$ cat src/rtl/axi_lite_slave_regs.sv
// AXI4-Lite slave exposing CTRL / STATUS / DATA / SCRATCH registers.
// Read and write FSMs run independently; write strobes merge per byte lane.

module axi_lite_byte_lane #(
  parameter int LANE_W = 8
) (
  input  logic              en,
  input  logic [LANE_W-1:0] cur,
  input  logic [LANE_W-1:0] upd,
  output logic [LANE_W-1:0] merged
);
  assign merged = en ? upd : cur;
endmodule

module axi_lite_slave_regs #(
  parameter int ADDR_W = 32,
  parameter int DATA_W = 32
) (
  input  logic                clk,
  input  logic                reset,
  input  logic [ADDR_W-1:0]   awaddr,
  input  logic                awvalid,
  output logic                awready,
  input  logic [DATA_W-1:0]   wdata,
  input  logic [DATA_W/8-1:0] wstrb,
  input  logic                wvalid,
  output logic                wready,
  output logic [1:0]          bresp,
  output logic                bvalid,
  input  logic                bready,
  input  logic [ADDR_W-1:0]   araddr,
  input  logic                arvalid,
  output logic                arready,
  output logic [DATA_W-1:0]   rdata,
  output logic [1:0]          rresp,
  output logic                rvalid,
  input  logic                rready,
  input  logic [DATA_W-1:0]   status_in,
  output logic [DATA_W-1:0]   ctrl_out,
  output logic [DATA_W-1:0]   data_out,
  output logic                data_wr_pulse
);
  localparam int NUM_LANES = DATA_W / 8;
  localparam logic [1:0] RESP_OKAY   = 2'b00;
  localparam logic [1:0] RESP_SLVERR = 2'b10;
  localparam logic [1:0] IDX_CTRL    = 2'd0;
  localparam logic [1:0] IDX_STATUS  = 2'd1;
  localparam logic [1:0] IDX_DATA    = 2'd2;
  localparam logic [1:0] IDX_SCRATCH = 2'd3;

  typedef enum logic { W_IDLE, W_RESP } w_state_t;
  typedef enum logic { R_IDLE, R_DATA } r_state_t;

  // Latched write request; byte offset bits are dropped at capture.
  typedef struct packed {
    logic [ADDR_W-3:0]    word_addr;
    logic [DATA_W-1:0]    data;
    logic [NUM_LANES-1:0] strb;
  } wr_req_t;

  w_state_t w_state;
  r_state_t r_state;
  wr_req_t  wreq;
  logic     aw_lat, w_lat;

  logic [DATA_W-1:0] ctrl_q, data_q, scratch_q;

  logic unused_addr_bits;
  assign unused_addr_bits = ^{awaddr[1:0], araddr[1:0]};

  // Write decode, evaluated on the latched request
  logic [1:0] wr_idx;
  logic       wr_in_range, commit, wr_en;

  assign wr_idx        = wreq.word_addr[1:0];
  assign wr_in_range   = (wreq.word_addr[ADDR_W-3:2] == '0);
  assign commit        = (w_state == W_IDLE) && aw_lat && w_lat;
  assign wr_en         = commit && wr_in_range && (wr_idx != IDX_STATUS);
  assign data_wr_pulse = commit && wr_in_range && (wr_idx == IDX_DATA);

  logic [DATA_W-1:0] cur_val;
  always_comb begin
    cur_val = '0;
    case (wr_idx)
      IDX_CTRL:    cur_val = ctrl_q;
      IDX_DATA:    cur_val = data_q;
      IDX_SCRATCH: cur_val = scratch_q;
      default:     cur_val = '0;
    endcase
  end

  logic [NUM_LANES-1:0][7:0] cur_lanes, upd_lanes, merged_lanes;
  assign cur_lanes = cur_val;
  assign upd_lanes = wreq.data;

  for (genvar i = 0; i < NUM_LANES; i++) begin : g_lane
    axi_lite_byte_lane #(.LANE_W(8)) u_lane (
      .en     (wreq.strb[i]),
      .cur    (cur_lanes[i]),
      .upd    (upd_lanes[i]),
      .merged (merged_lanes[i])
    );
  end

  always_ff @(posedge clk or posedge reset) begin
    if (reset) begin
      ctrl_q    <= '0;
      data_q    <= '0;
      scratch_q <= '0;
    end else if (wr_en) begin
      case (wr_idx)
        IDX_CTRL:    ctrl_q    <= merged_lanes;
        IDX_DATA:    data_q    <= merged_lanes;
        IDX_SCRATCH: scratch_q <= merged_lanes;
        default:     ;
      endcase
    end
  end

  assign ctrl_out = ctrl_q;
  assign data_out = data_q;

  // Write FSM: AW and W latch independently; commit when both are held.
  always_ff @(posedge clk or posedge reset) begin
    if (reset) begin
      w_state <= W_IDLE;
      aw_lat  <= 1'b0;
      w_lat   <= 1'b0;
      wreq    <= '0;
      awready <= 1'b0;
      wready  <= 1'b0;
      bvalid  <= 1'b0;
      bresp   <= RESP_OKAY;
    end else begin
      case (w_state)
        W_IDLE: begin
          if (aw_lat && w_lat) begin
            aw_lat  <= 1'b0;
            w_lat   <= 1'b0;
            bvalid  <= 1'b1;
            bresp   <= wr_in_range ? RESP_OKAY : RESP_SLVERR;
            w_state <= W_RESP;
          end else begin
            if (awvalid && awready) begin
              wreq.word_addr <= awaddr[ADDR_W-1:2];
              aw_lat         <= 1'b1;
              awready        <= 1'b0;
            end else if (!aw_lat) begin
              awready <= 1'b1;
            end
            if (wvalid && wready) begin
              wreq.data <= wdata;
              wreq.strb <= wstrb;
              w_lat     <= 1'b1;
              wready    <= 1'b0;
            end else if (!w_lat) begin
              wready <= 1'b1;
            end
          end
        end
        W_RESP: begin
          if (bready) begin
            bvalid  <= 1'b0;
            awready <= 1'b1;
            wready  <= 1'b1;
            w_state <= W_IDLE;
          end
        end
        default: w_state <= W_IDLE;
      endcase
    end
  end

  // Read mux sees pre-commit register values, so a same-cycle write is not visible.
  logic [DATA_W-1:0] rd_val;
  logic              rd_in_range;
  assign rd_in_range = (araddr[ADDR_W-1:4] == '0);

  always_comb begin
    rd_val = '0;
    if (rd_in_range) begin
      case (araddr[3:2])
        IDX_CTRL:    rd_val = ctrl_q;
        IDX_STATUS:  rd_val = status_in;
        IDX_DATA:    rd_val = data_q;
        IDX_SCRATCH: rd_val = scratch_q;
        default:     rd_val = '0;
      endcase
    end
  end

  always_ff @(posedge clk or posedge reset) begin
    if (reset) begin
      r_state <= R_IDLE;
      arready <= 1'b0;
      rvalid  <= 1'b0;
      rdata   <= '0;
      rresp   <= RESP_OKAY;
    end else begin
      case (r_state)
        R_IDLE: begin
          if (arvalid && arready) begin
            rdata   <= rd_val;
            rresp   <= rd_in_range ? RESP_OKAY : RESP_SLVERR;
            rvalid  <= 1'b1;
            arready <= 1'b0;
            r_state <= R_DATA;
          end else begin
            arready <= 1'b1;
          end
        end
        R_DATA: begin
          if (rready) begin
            rvalid  <= 1'b0;
            arready <= 1'b1;
            r_state <= R_IDLE;
          end
        end
        default: r_state <= R_IDLE;
      endcase
    end
  end

endmodule

$ cat config.mk
export PLATFORM = sky130hd
export DESIGN_NAME = axi_lite_slave_regs
export DESIGN_NICKNAME = d
export VERILOG_FILES = /design/src/rtl/axi_lite_slave_regs.sv
export SDC_FILE = /design/constraint.sdc
export NUM_CORES = 1
export LEC_CHECK = 0
export CORE_ASPECT_RATIO = 0.7
export CORE_MARGIN = 2
export CORE_UTILIZATION = 60
export CTS_CLUSTER_DIAMETER = 60
export DETAILED_ROUTE_END_ITERATION = 12
export DONT_BUFFER_PORTS = 1
export HOLD_SLACK_MARGIN = 0.12
export PLACE_DENSITY = 0.76
export SLEW_MARGIN = 0
export SYNTH_ARGS = -nofsm -noshare
export SYNTH_HDL_FRONTEND = slang
export SYNTH_SLANG_ARGS = --single-unit
$ cat constraint.sdc
create_clock -name clk -period 10.1 [get_ports clk]
set_clock_uncertainty 0.1 [all_clocks]
set_input_delay 2.02 -clock clk [delete_from_list [all_inputs] [get_ports clk]]
set_output_delay 2.02 -clock clk [all_outputs]
set_load 0.02 [all_outputs]
==> summary.txt, run 1 <==
Outcome
  – Status: complete, no violations

Timing
  – Fmax achieved: 224 MHz
  – RSZ-0062 raised after global routing: no
  – Endpoints failing setup: 0
  – Setup tns final: 0 ps
  – Slew at the pin closest to its max-slew limit: 1160 ps
  – Hold_ws: 408 ps
  – Slew margin rel.: 22.7%
  – Final hold vios: 0
  – Final Slew Violations: 0
  – Fin crit period: 4460 ps
  – Final Cycle Share: 44.1%

Critical path
  – Crit. End Element: primary output
  – Crit path max-delay family: simple AND/OR/NAND/NOR gates
  – CP Max Fanout: 15
  – Worst EP required: 7980 ps
  – Critical Path Start Type: register
  – CP Cell Sequence: and3b_1, nand4_4, nor4_4, buf_4
  – Buf+Inv Stages, Crit Path: 1
  – Worst R2R Path Depth: 3
  – Worst setup path category: register to primary output
  – Critical Path Max Stage Delay: 530 ps
  – Crit. path cell count: 4
  – Crit-path slowest cell: dfrtp_1
  – CP Data Arrival Time: 2340 ps

Synth
  – Main combinational cell family by area after synthesis: multiplexers
  – Xor and xnor area share after synthesis: 0%
  – Yosys warning total: 0
  – Yosys top cell area share: 53.0%
  – Synthesized area: 9670 um2
  – Number of synthesized register bits: 205
  – Mux contribution to synthesized area: 29.5%
  – Cells after Synth: 735
  – Synth area leader: dfrtp_1
  – Post-synthesis simple-gate area fraction: 5.51%
  – Post-synthesis sequential area ratio: 53.0%
  – Adder-Cell Fraction of Synth Area: 0%
  – Synth area leaders: dfrtp_1, mux2_2, mux4_2
  – Syn_area_per_cell: 13.2 um2
  – Unique masters post-synth: 36
  – Compound-Gate Fraction of Synth Area: 7.59%

Run
  – Max Cap Viol: 0

Power and ir drop
  – Clock share of power: 31.1%
  – Power per cell area: 246 nW/um2
  – Pwr Total: 2.58 mW
  – Switching share of power: 31.1%
  – Int Pwr: 1.77 mW
  – Worst ir drop on vdd: 225 uV
  – Combinational fraction of design power: 24.7%
  – P_sw: 0.802 mW
  – Flop pwr share: 44.3%
  – Leak pwr: 4.82 nW

Cells and area
  – Fin area: 10500 um2
  – Most frequent cells in the layout: dfrtp_1, mux2_2, nor2_1
  – Nets: 854
  – Area grow syn2layout: 8.31%
  – Non-Filler Instances: 931
  – Commonest non-fill, non-tap cell in the layout: dfrtp_1
  – Layout cells sized above 1: 33.3%
  – Fillers: 1100

Clocking
  – Post-CTS Hold Fix Bufs: 0
  – CTS tree: yes
  – Clock transition at path regs: 60 ps
  – Clock Path Buffers: 3
  – Post_cts resized: 0
  – Root buf cell: clkbuf_16
  – Setup bufs post-CTS: 0
  – CTS Sinks: 205
  – H-tree depth: 1
  – Number of CTS-inserted buffers: 20
  – Skew-Pair Late Insertion Delay: 490 ps

Placed design
  – Placed inst area: 9760 um2
  – Cell count after placement: 893
  – RD Place Congestion: 0.797
  – PortBufs: 0
  – DP Wirelength: 15300 um

Drt
  – Post-Route WL: 23300 um
  – Vias: 6077
  – Detailed Route Iter0 Violations: 315
  – Routed WL per cell: 25.1 um
  – Vias per Instance: 6.53
  – Post-route ant nets: 0
  – # DRC: 0
  – DRT Pass-1 Iters: 4

Floorplan
  – Initial core utilization: 61.8%
  – Die area: 17200 um2
  – Core ar.: 15600 um2
  – Vert. Die Dim: 110 um
  – Io pins: 245
  – Die X: 156 um
  – Rows: 38

Global routing
  – Vias in the first global route: 6492
  – Total congestion overflow: 0
  – Largest net degree at the start of global routing: 124
  – Initial antenna violation count: 3
  – GRT Total Usage: 27.2%
  – First-pass GRT wire length: 35700 um

Hold path
  – Worst min path class: register to register
  – Min-Delay Path Depth: 1
final cells by class:
| type | instances | area, um2 | area share [%] |
|---|---|---|---|
| well taps | 200 | 250 | 2.39 |
| clock inverters | 7 | 116 | 1.11 |
| repair buffers | 9 | 67.6 | 0.645 |
| multi-input cells | 442 | 4160 | 39.7 |
| inverters | 37 | 146 | 1.40 |
| flip-flops and latches | 205 | 5130 | 49.0 |
| diodes | 2 | 5.00 | 0.0478 |
| clock buffers | 29 | 596 | 5.69 |
worst register-to-register path, delay by kind of cell, from the launching register on:
| family | cells | cell delay [ps] |
|---|---|---|
| AO/OA/AOI/OAI | 1 | 290 |
| flip-flops | 1 | 490 |
| AND/OR/NAND/NOR | 2 | 1800 |
metrics by stage:
step | utilization [%] | worst slack (ps)
global placement | 62.4 | 5930
detailed placement | 62.4 | 5890
global route | 66.9 | 5510
floorplan | - | 2380
CTS | 66.9 | 5610
finish | 67.0 | 5640
final timing paths:
kind	from	end	slack, ps
max	w_state$_DFF_PP0_	data_wr_pulse	5640
min	wreq[44]$_DFFE_PP0P_	wreq[44]$_DFFE_PP0P_	410
max reg2reg	arready$_DFFE_PP0P_	rdata[24]$_DFFE_PP0P_	7320
min reg2reg	wreq[44]$_DFFE_PP0P_	wreq[44]$_DFFE_PP0P_	410
max in group asynchronous	reset	ctrl_out[0]$_DFFE_PP0P_	6850
min in group asynchronous	reset	wreq[61]$_DFFE_PP0P_	1450
flip-flops by register name, summed over array words and instances, names as in the netlist, 2 cells and up:
signal and cells:
scratch_q 32, ctrl_out 32, data_out 32, upd_lanes 32, wr_idx 2, wreq 32, rdata 32
cells by family (layout without fill, tap and decap cells):
logic type | after synthesis | in the layout
flip-flops | 205 | 205
buffers and inverters | 89 | 82
AND/OR/NAND/NOR | 106 | 106
multiplexers | 225 | 225
other | 1 | 4
AO/OA/AOI/OAI | 109 | 109
power groups by stage:
stage	sequential [mW]	clock [mW]	combinational, mW
global placement	1.13	0	0.590
CTS	1.14	0.813	0.637
floorplan	1.07	0	0.563
detailed placement	1.15	0	0.635
global route	1.16	0.850	0.693
finish	1.14	0.801	0.635
synthesized netlist by cell type, drive strengths merged:
cell / count
dfrtp: 205
mux2: 161
conb: 1
a211oi: 35
o22a: 1
a21oi: 3
a311oi: 1
nor4: 15
nand3: 1
nor2: 42
o31a: 1
nand2: 40
mux4: 32
inv: 37
mux2i: 32
nand2b: 1
o21ai: 34
a21o: 33
nor3: 1
or4: 2
a21boi: 1
clkbuf: 27
and3b: 1
buf: 25
nand4: 3
routing by layer:
metal  global-route usage (%)  part of all wire (%)
met4                     5.90                   1.7
met5                        0                 0.056
met2                     47.5                    49
met1                     34.0                    41
met3                     8.60                   8.5
Note: power is estimated with default switching activity, not from simulation.
==> run 2, diff against run 1 <==
--- a/config.mk
+++ b/config.mk
@@ -7,12 +7,12 @@
 export LEC_CHECK = 0
 export CORE_ASPECT_RATIO = 0.7
 export CORE_MARGIN = 2
-export CORE_UTILIZATION = 60
+export CORE_UTILIZATION = 57
 export CTS_CLUSTER_DIAMETER = 60
 export DETAILED_ROUTE_END_ITERATION = 12
 export DONT_BUFFER_PORTS = 1
 export HOLD_SLACK_MARGIN = 0.12
-export PLACE_DENSITY = 0.76
+export PLACE_DENSITY = 0.75
 export SLEW_MARGIN = 0
 export SYNTH_ARGS = -nofsm -noshare
 export SYNTH_HDL_FRONTEND = slang
==> constraint.sdc (replaced) <==
create_clock -name clk -period 3.94 [get_ports clk]
set_clock_uncertainty 0.1 [all_clocks]
set_input_delay 0.788 -clock clk [delete_from_list [all_inputs] [get_ports clk]]
set_output_delay 0.788 -clock clk [all_outputs]
set_load 0.02 [all_outputs]
==> run 2 against run 1 <==
Core utilization is 3.1 points lower. Largest power group unchanged. Worst setup slack worse by 4900 ps. Via count shrank 0.49%. Sequential share of layout area is 0.11 points lower. Flip-flop and latch count stayed put. Wire length down 2.9%.
==> summary.txt, run 2 (same netlist as run 1, synthesis figures left out) <==
Outcome
  – Status: complete, no violations

Cells and area
  – Non-Filler Instances: 956 (+2.7%)
  – Nets: 858 (+0.47%)
  – Post-layout util: 63.8% (-3.1 points)
  – Fillers: 1234 (+12%)
  – Area grow syn2layout: 8.55%
  – Layout cells sized above 1: 33.3% (-0.046 points)
  – Commonest non-fill, non-tap cell in the layout: dfrtp_1
  – Most frequent cells in the layout: dfrtp_1, mux2_2, nor2_1

Floorplan
  – Die X: 160 um (+2.5%)
  – Rows: 39 (+2.6%)
  – Vert. Die Dim: 113 um (+2.5%)
  – Io pins: 245 (unchanged)
  – Die area: 18000 um2 (+5.1%)
  – Initial core utilization: 58.8% (-3.0 points)
  – Core ar.: 16400 um2 (+5.1%)

Clocking
  – Number of CTS-inserted buffers: 20 (unchanged)
  – Post-CTS Hold Fix Bufs: 0 (unchanged)
  – Root buf cell: clkbuf_16
  – CTS Sinks: 205 (unchanged)
  – Clock transition at path regs: 60 ps (about the same)
  – H-tree depth: 1 (unchanged)
  – Skew-Pair Late Insertion Delay: 480 ps (about the same)
  – Post_cts resized: 0 (unchanged)
  – CTS tree: yes
  – Clock Path Buffers: 3 (unchanged)
  – Setup bufs post-CTS: 0 (unchanged)

Timing
  – Slew at the pin closest to its max-slew limit: 861 ps (-294 ps)
  – Final hold vios: 0 (unchanged)
  – Slew margin rel.: 42.5% (+20 points)
  – Fmax achieved: 309 MHz
  – Final Cycle Share: 82.0%
  – Setup tns final: 0 ps (unchanged)
  – RSZ-0062 raised after global routing: no
  – Fin crit period: 3230 ps
  – Final Slew Violations: 0 (unchanged)
  – Endpoints failing setup: 0 (unchanged)

Drt
  – Vias per Instance: 6.33 (-3.1%)
  – Post-Route WL: 22700 um (-2.9%)
  – # DRC: 0 (unchanged)
  – Routed WL per cell: 23.7 um (-5.4%)
  – Vias: 6047 (-0.49%)
  – DRT Pass-1 Iters: 4 (unchanged)
  – Detailed Route Iter0 Violations: 384 (+22%)
  – Post-route ant nets: 0 (unchanged)

Global routing
  – Initial antenna violation count: 3 (unchanged)
  – Total congestion overflow: 0 (unchanged)
  – First-pass GRT wire length: 36500 um (+2.3%)
  – GRT Total Usage: 25.7% (-1.5 points)
  – Vias in the first global route: 6583 (+1.4%)
  – Largest net degree at the start of global routing: 91 (-27%)

Critical path
  – CP Cell Sequence: nor4_1, nand4_1, nor4_4, buf_4
  – Crit-path slowest cell: nand4_1
  – Worst reg2reg endpoint: scratch_q[21]$_DFFE_PP0P_
  – Flop2flop setup slack: 1340 ps (-5980 ps)
  – Worst EP required: 3050 ps (-4930 ps)
  – Crit path max-delay family: simple AND/OR/NAND/NOR gates
  – CP Max Fanout: 14 (-1)
  – CP Data Arrival Time: 2340 ps (about the same)
  – CP startpoint: wreq[41]$_DFFE_PP0P_
  – R2R Path Start: wr_idx[1]$_DFFE_PP0P_
  – Worst R2R Path Depth: 5 (+2)
  – Critical Path Max Stage Delay: 450 ps (-80 ps)
  – Crit. End Element: primary output
  – Worst setup path category: register to primary output
  – Critical Path Start Type: register
  – Buf+Inv Stages, Crit Path: 1 (unchanged)

Placed design
  – RD Place Congestion: 0.815 (+2.2%)
  – PortBufs: 0 (unchanged)
  – Cell count after placement: 922 (+3.2%)
  – DP Wirelength: 15500 um (+1.3%)

Power and ir drop
  – Power per cell area: 614 nW/um2 (+150%)
  – Worst ir drop on vdd: 563 uV (+150%)
  – Leak pwr: 4.82 nW (about the same)
  – Pwr Total: 6.45 mW (+150%)

Hold path
  – Worst min path class: primary input to async pin

Run
  – Max Cap Viol: 0 (unchanged)
[run 2: changes by cell type in the layout (fill, tap and decap cells not counted), sizes merged]
cell    previous run  this run
buf                9        13
bufinv             3         2
clkinv             3         2
diode              2         1
inv               37        36
[run 2: layout make-up]
cell class / instances / area, um2 / area share, %
inverters: 37 / 143 / 1.36
clock buffers: 29 / 586 / 5.58
flip-flops and latches: 205 / 5130 / 48.9
multi-input cells: 442 / 4160 / 39.6
repair buffers: 13 / 123 / 1.17
clock inverters: 4 / 70.1 / 0.667
diodes: 1 / 2.50 / 0.0238
well taps: 225 / 282 / 2.68
[run 2: routing by layer]
layer / vias up / track usage [%] / share of wire [%]
li1: 2621 / - / -
met1: 3114 / 32.4 / 39
met2: 274 / 44.2 / 49
met3: 34 / 8.47 / 9.9
met4: 4 / 4.79 / 1.5
met5: - / 0 / 0.12
[run 2: how the worst max path moves through the flow]
stage	endpoint	slack, ps	cells past startpoint
6_report	data_wr_pulse	710	4
5_1_grt	data_wr_pulse	500	4
4_1_cts	data_wr_pulse	600	4
3_5_place_dp	data_wr_pulse	1110	4
3_3_place_gp	data_wr_pulse	1240	4
2_1_floorplan	arready$_DFFE_PP0P_	390	1
[run 2: where the power goes]
group	switching [mW]	internal, mW
registers	0.502	2.50
logic	0.729	0.795
clock network	0.766	1.16
total	2.00	4.45
[run 2: worst reg2reg max path: cells and delay by family, from the launching register on]
kind | cells | cell delay [ps]
and+or+nand+nor | 2 | 320
buffers and inverters | 2 | 890
DFF | 1 | 780
muxes | 1 | 400
[run 2: metrics by stage]
stage / worst slack (ps) / cell area (um2) / hold WS (ps)
floorplan: 394 / 9680 / 375
global placement: 1240 / 9840 / 391
detailed placement: 1110 / 9840 / 396
CTS: 600 / 10500 / 250
global route: 498 / 10500 / 284
finish: 708 / 10500 / 244
==> run 3, diff against run 2 <==
==> constraint.sdc (replaced) <==
create_clock -name clk -period 2.6 [get_ports clk]
set_clock_uncertainty 0.1 [all_clocks]
set_input_delay 0.52 -clock clk [delete_from_list [all_inputs] [get_ports clk]]
set_output_delay 0.52 -clock clk [all_outputs]
set_load 0.02 [all_outputs]
==> run 3 against run 2 <==
The run now ends with setup timing left. Flip-flop and latch count unchanged. First-iteration DRC count increased by 2.9%. Worst setup slack worse by 740 ps. Non-clock buffer count is 78 higher. Wire length is 6.3% higher. Worst hold slack gained 13 ps. Sequential power is 49% higher.
==> summary.txt, run 3 (same netlist as run 1, synthesis figures left out) <==
Clocking
  – Clock transition at path regs: 70 ps (about the same)
  – Number of CTS-inserted buffers: 20 (unchanged)
  – Root buf cell: clkbuf_16
  – Clock Path Buffers: 3 (unchanged)
  – Skew-Pair Late Insertion Delay: 480 ps (about the same)
  – CTS tree: yes
  – CTS Sinks: 205 (unchanged)
  – H-tree depth: 1 (unchanged)

Critical path
  – CP Max Fanout: 15 (+1)
  – Crit. End Element: primary output
  – Flop2flop setup slack: 250 ps (-1090 ps)
  – Critical Path Start Type: register
  – Critical Path Max Stage Delay: 400 ps (-50 ps)
  – CP Data Arrival Time: 2010 ps (-330 ps)
  – CP Cell Sequence: nor4_2, nand4_1, buf_6, nor4_4, buf_12
  – Worst EP required: 1980 ps (-1070 ps)
  – Worst setup path category: register to primary output
  – Crit-path slowest cell: dfrtp_1

Cells and area
  – Fillers: 1130 (-8.4%)
  – Ant diodes: 0 (-1)
  – Seq. cell area: 5130 um2 (about the same)
  – Fin area: 11300 um2 (+7.7%)
  – Area grow syn2layout: 17.0%
  – Nets: 936 (+9.1%)
  – Commonest non-fill, non-tap cell in the layout: dfrtp_1
  – Area occupied by multi-input gates: 4200 um2 (+1.1%)
  – Non-Filler Instances: 1030 (+7.7%)
  – Most frequent cells in the layout: dfrtp_1, mux2_2, dlygate4sd3_1
  – Layout cells sized above 1: 31.9% (-1.4 points)

Drt
  – DRT Pass-1 Iters: 5 (+1)
  – Post-Route WL: 24100 um (+6.3%)
  – Post-route ant nets: 0 (unchanged)
  – Vias per Instance: 6.21 (-1.9%)
  – Detailed Route Iter0 Violations: 395 (+2.9%)
  – Routed WL per cell: 23.4 um (-1.4%)
  – # DRC: 0 (unchanged)
  – Vias: 6394 (+5.7%)

Power and ir drop
  – Worst ir drop on vdd: 801 uV (+42%)
  – Combinational fraction of design power: 27.0% (+3.4 points)
  – Leak pwr: 5.15 nW (+6.9%)
  – P_sw: 3.17 mW (+59%)
  – Flop pwr share: 44.8% (-1.8 points)
  – Int Pwr: 6.81 mW (+53%)
  – Clock share of power: 28.2% (-1.6 points)
  – Power per cell area: 882 nW/um2 (+44%)
  – Switching share of power: 31.8% (+0.81 points)

Timing
  – Final Cycle Share: 101%
  – Slew at the pin closest to its max-slew limit: 630 ps (-231 ps)
  – Slew margin rel.: 58.0% (+16 points)
  – Endpoints failing setup: 1 (+1)
  – Hold_ws: 256 ps (+12.5 ps)
  – Fin crit period: 2630 ps
  – Final worst slack: -34.6 ps (-742 ps)
  – RSZ-0062 raised after global routing: yes
  – Final hold vios: 0 (unchanged)
  – Final Slew Violations: 0 (unchanged)
  – Fmax achieved: 380 MHz

Placed design
  – RD Place Congestion: 0.817 (+0.33%)
  – Placed inst area: 9940 um2 (+0.99%)
  – DP Wirelength: 15800 um (+2.0%)
  – Cell count after placement: 930 (+0.87%)
  – PortBufs: 0 (unchanged)
  – Pre-CTS WS: 177 ps (-929 ps)

Hold path
  – Worst min path class: primary input to register

Floorplan
  – Initial core utilization: 58.8% (unchanged)
  – Rows: 39 (unchanged)
  – Die X: 160 um (unchanged)
  – Io pins: 245 (unchanged)
  – Die area: 18000 um2 (unchanged)
  – Core ar.: 16400 um2 (unchanged)
  – Vert. Die Dim: 113 um (unchanged)

Outcome
  – Status: finished with violations
  – Failing checks: setup timing

Global routing
  – Largest net degree at the start of global routing: 78 (-14%)
  – Total congestion overflow: 0 (unchanged)
  – Vias in the first global route: 7035 (+6.9%)
  – First-pass GRT wire length: 38200 um (+4.6%)
  – GRT Total Usage: 27.0% (+1.3 points)
  – Initial antenna violation count: 1 (-2)

Run
  – Max Cap Viol: 0 (unchanged)
run 3: stage by stage:
| step | util (%) | TNS (ps) | total power, mW |
|---|---|---|---|
| after CTS | 68.7 | -74.4 | 9.94 |
| after floorplan | - | -139050 | 6.33 |
| after global routing | 68.8 | -173 | 10.5 |
| after global placement | 60.4 | 0 | 6.78 |
| final | 68.8 | -34.6 | 9.98 |
| after detailed placement | 60.4 | 0 | 6.98 |
run 3: what timing repair did:
action / 4_1_cts / 5_1_grt
hold endpoints to repair: 88 / 0
buffers inserted: 1 / 0
setup endpoints to repair: 1 / 1
resized for setup: 8 / 1
hold buffers: 69 / 0
pin swaps: 1 / 0
run 3: power by group through the flow:
| stage | Sequential [mW] | Clock [mW] | Combinational (mW) |
|---|---|---|---|
| 6_report | 4.47 | 2.81 | 2.69 |
| 5_1_grt | 4.54 | 2.99 | 2.94 |
| 4_1_cts | 4.43 | 2.84 | 2.66 |
| 3_5_place_dp | 4.44 | 0 | 2.54 |
| 3_3_place_gp | 4.39 | 0 | 2.39 |
| 2_1_floorplan | 4.14 | 0 | 2.19 |
run 3: final timing paths:
check	start	to	cells past startpoint
hold / removal	awvalid	awready$_DFFE_PP0P_	3
setup / recovery	wreq[46]$_DFFE_PP0P_	data_wr_pulse	5
setup reg to reg	wreq[54]$_DFFE_PP0P_	ctrl_out[7]$_DFFE_PP0P_	6
hold reg to reg	upd_lanes[18]$_DFFE_PP0P_	upd_lanes[18]$_DFFE_PP0P_	1
min in group asynchronous	reset	wreq[63]$_DFFE_PP0P_	2
max in group asynchronous	reset	upd_lanes[13]$_DFFE_PP0P_	3
run 3: area by class of cell:
class / count / area share (%)
inverters: 37 / 1.26
clock buffers: 28 / 5.23
multi-input cells: 442 / 37.2
repair buffers: 91 / 8.15
flip-flops and latches: 205 / 45.4
well taps: 225 / 2.49
clock inverters: 2 / 0.310
run 3: metal layers:
layer / global-route usage (%) / routed length, um / up-vias / part of all wire [%]
met2: 47.9 / 12300 / 255 / 51
met1: 34.4 / 9650 / 3331 / 40
li1: - / - / 2768 / -
met4: 6.42 / 371 / 2 / 1.5
met3: 5.83 / 1760 / 38 / 7.3
met5: 0 / 13 / - / 0.054
run 3: critical path: cells and delay by family (launching register included):
family / cells / cell delay [ps]
buffers and inverters: 2 / 410
DFF: 1 / 400
and+or+nand+nor: 3 / 710
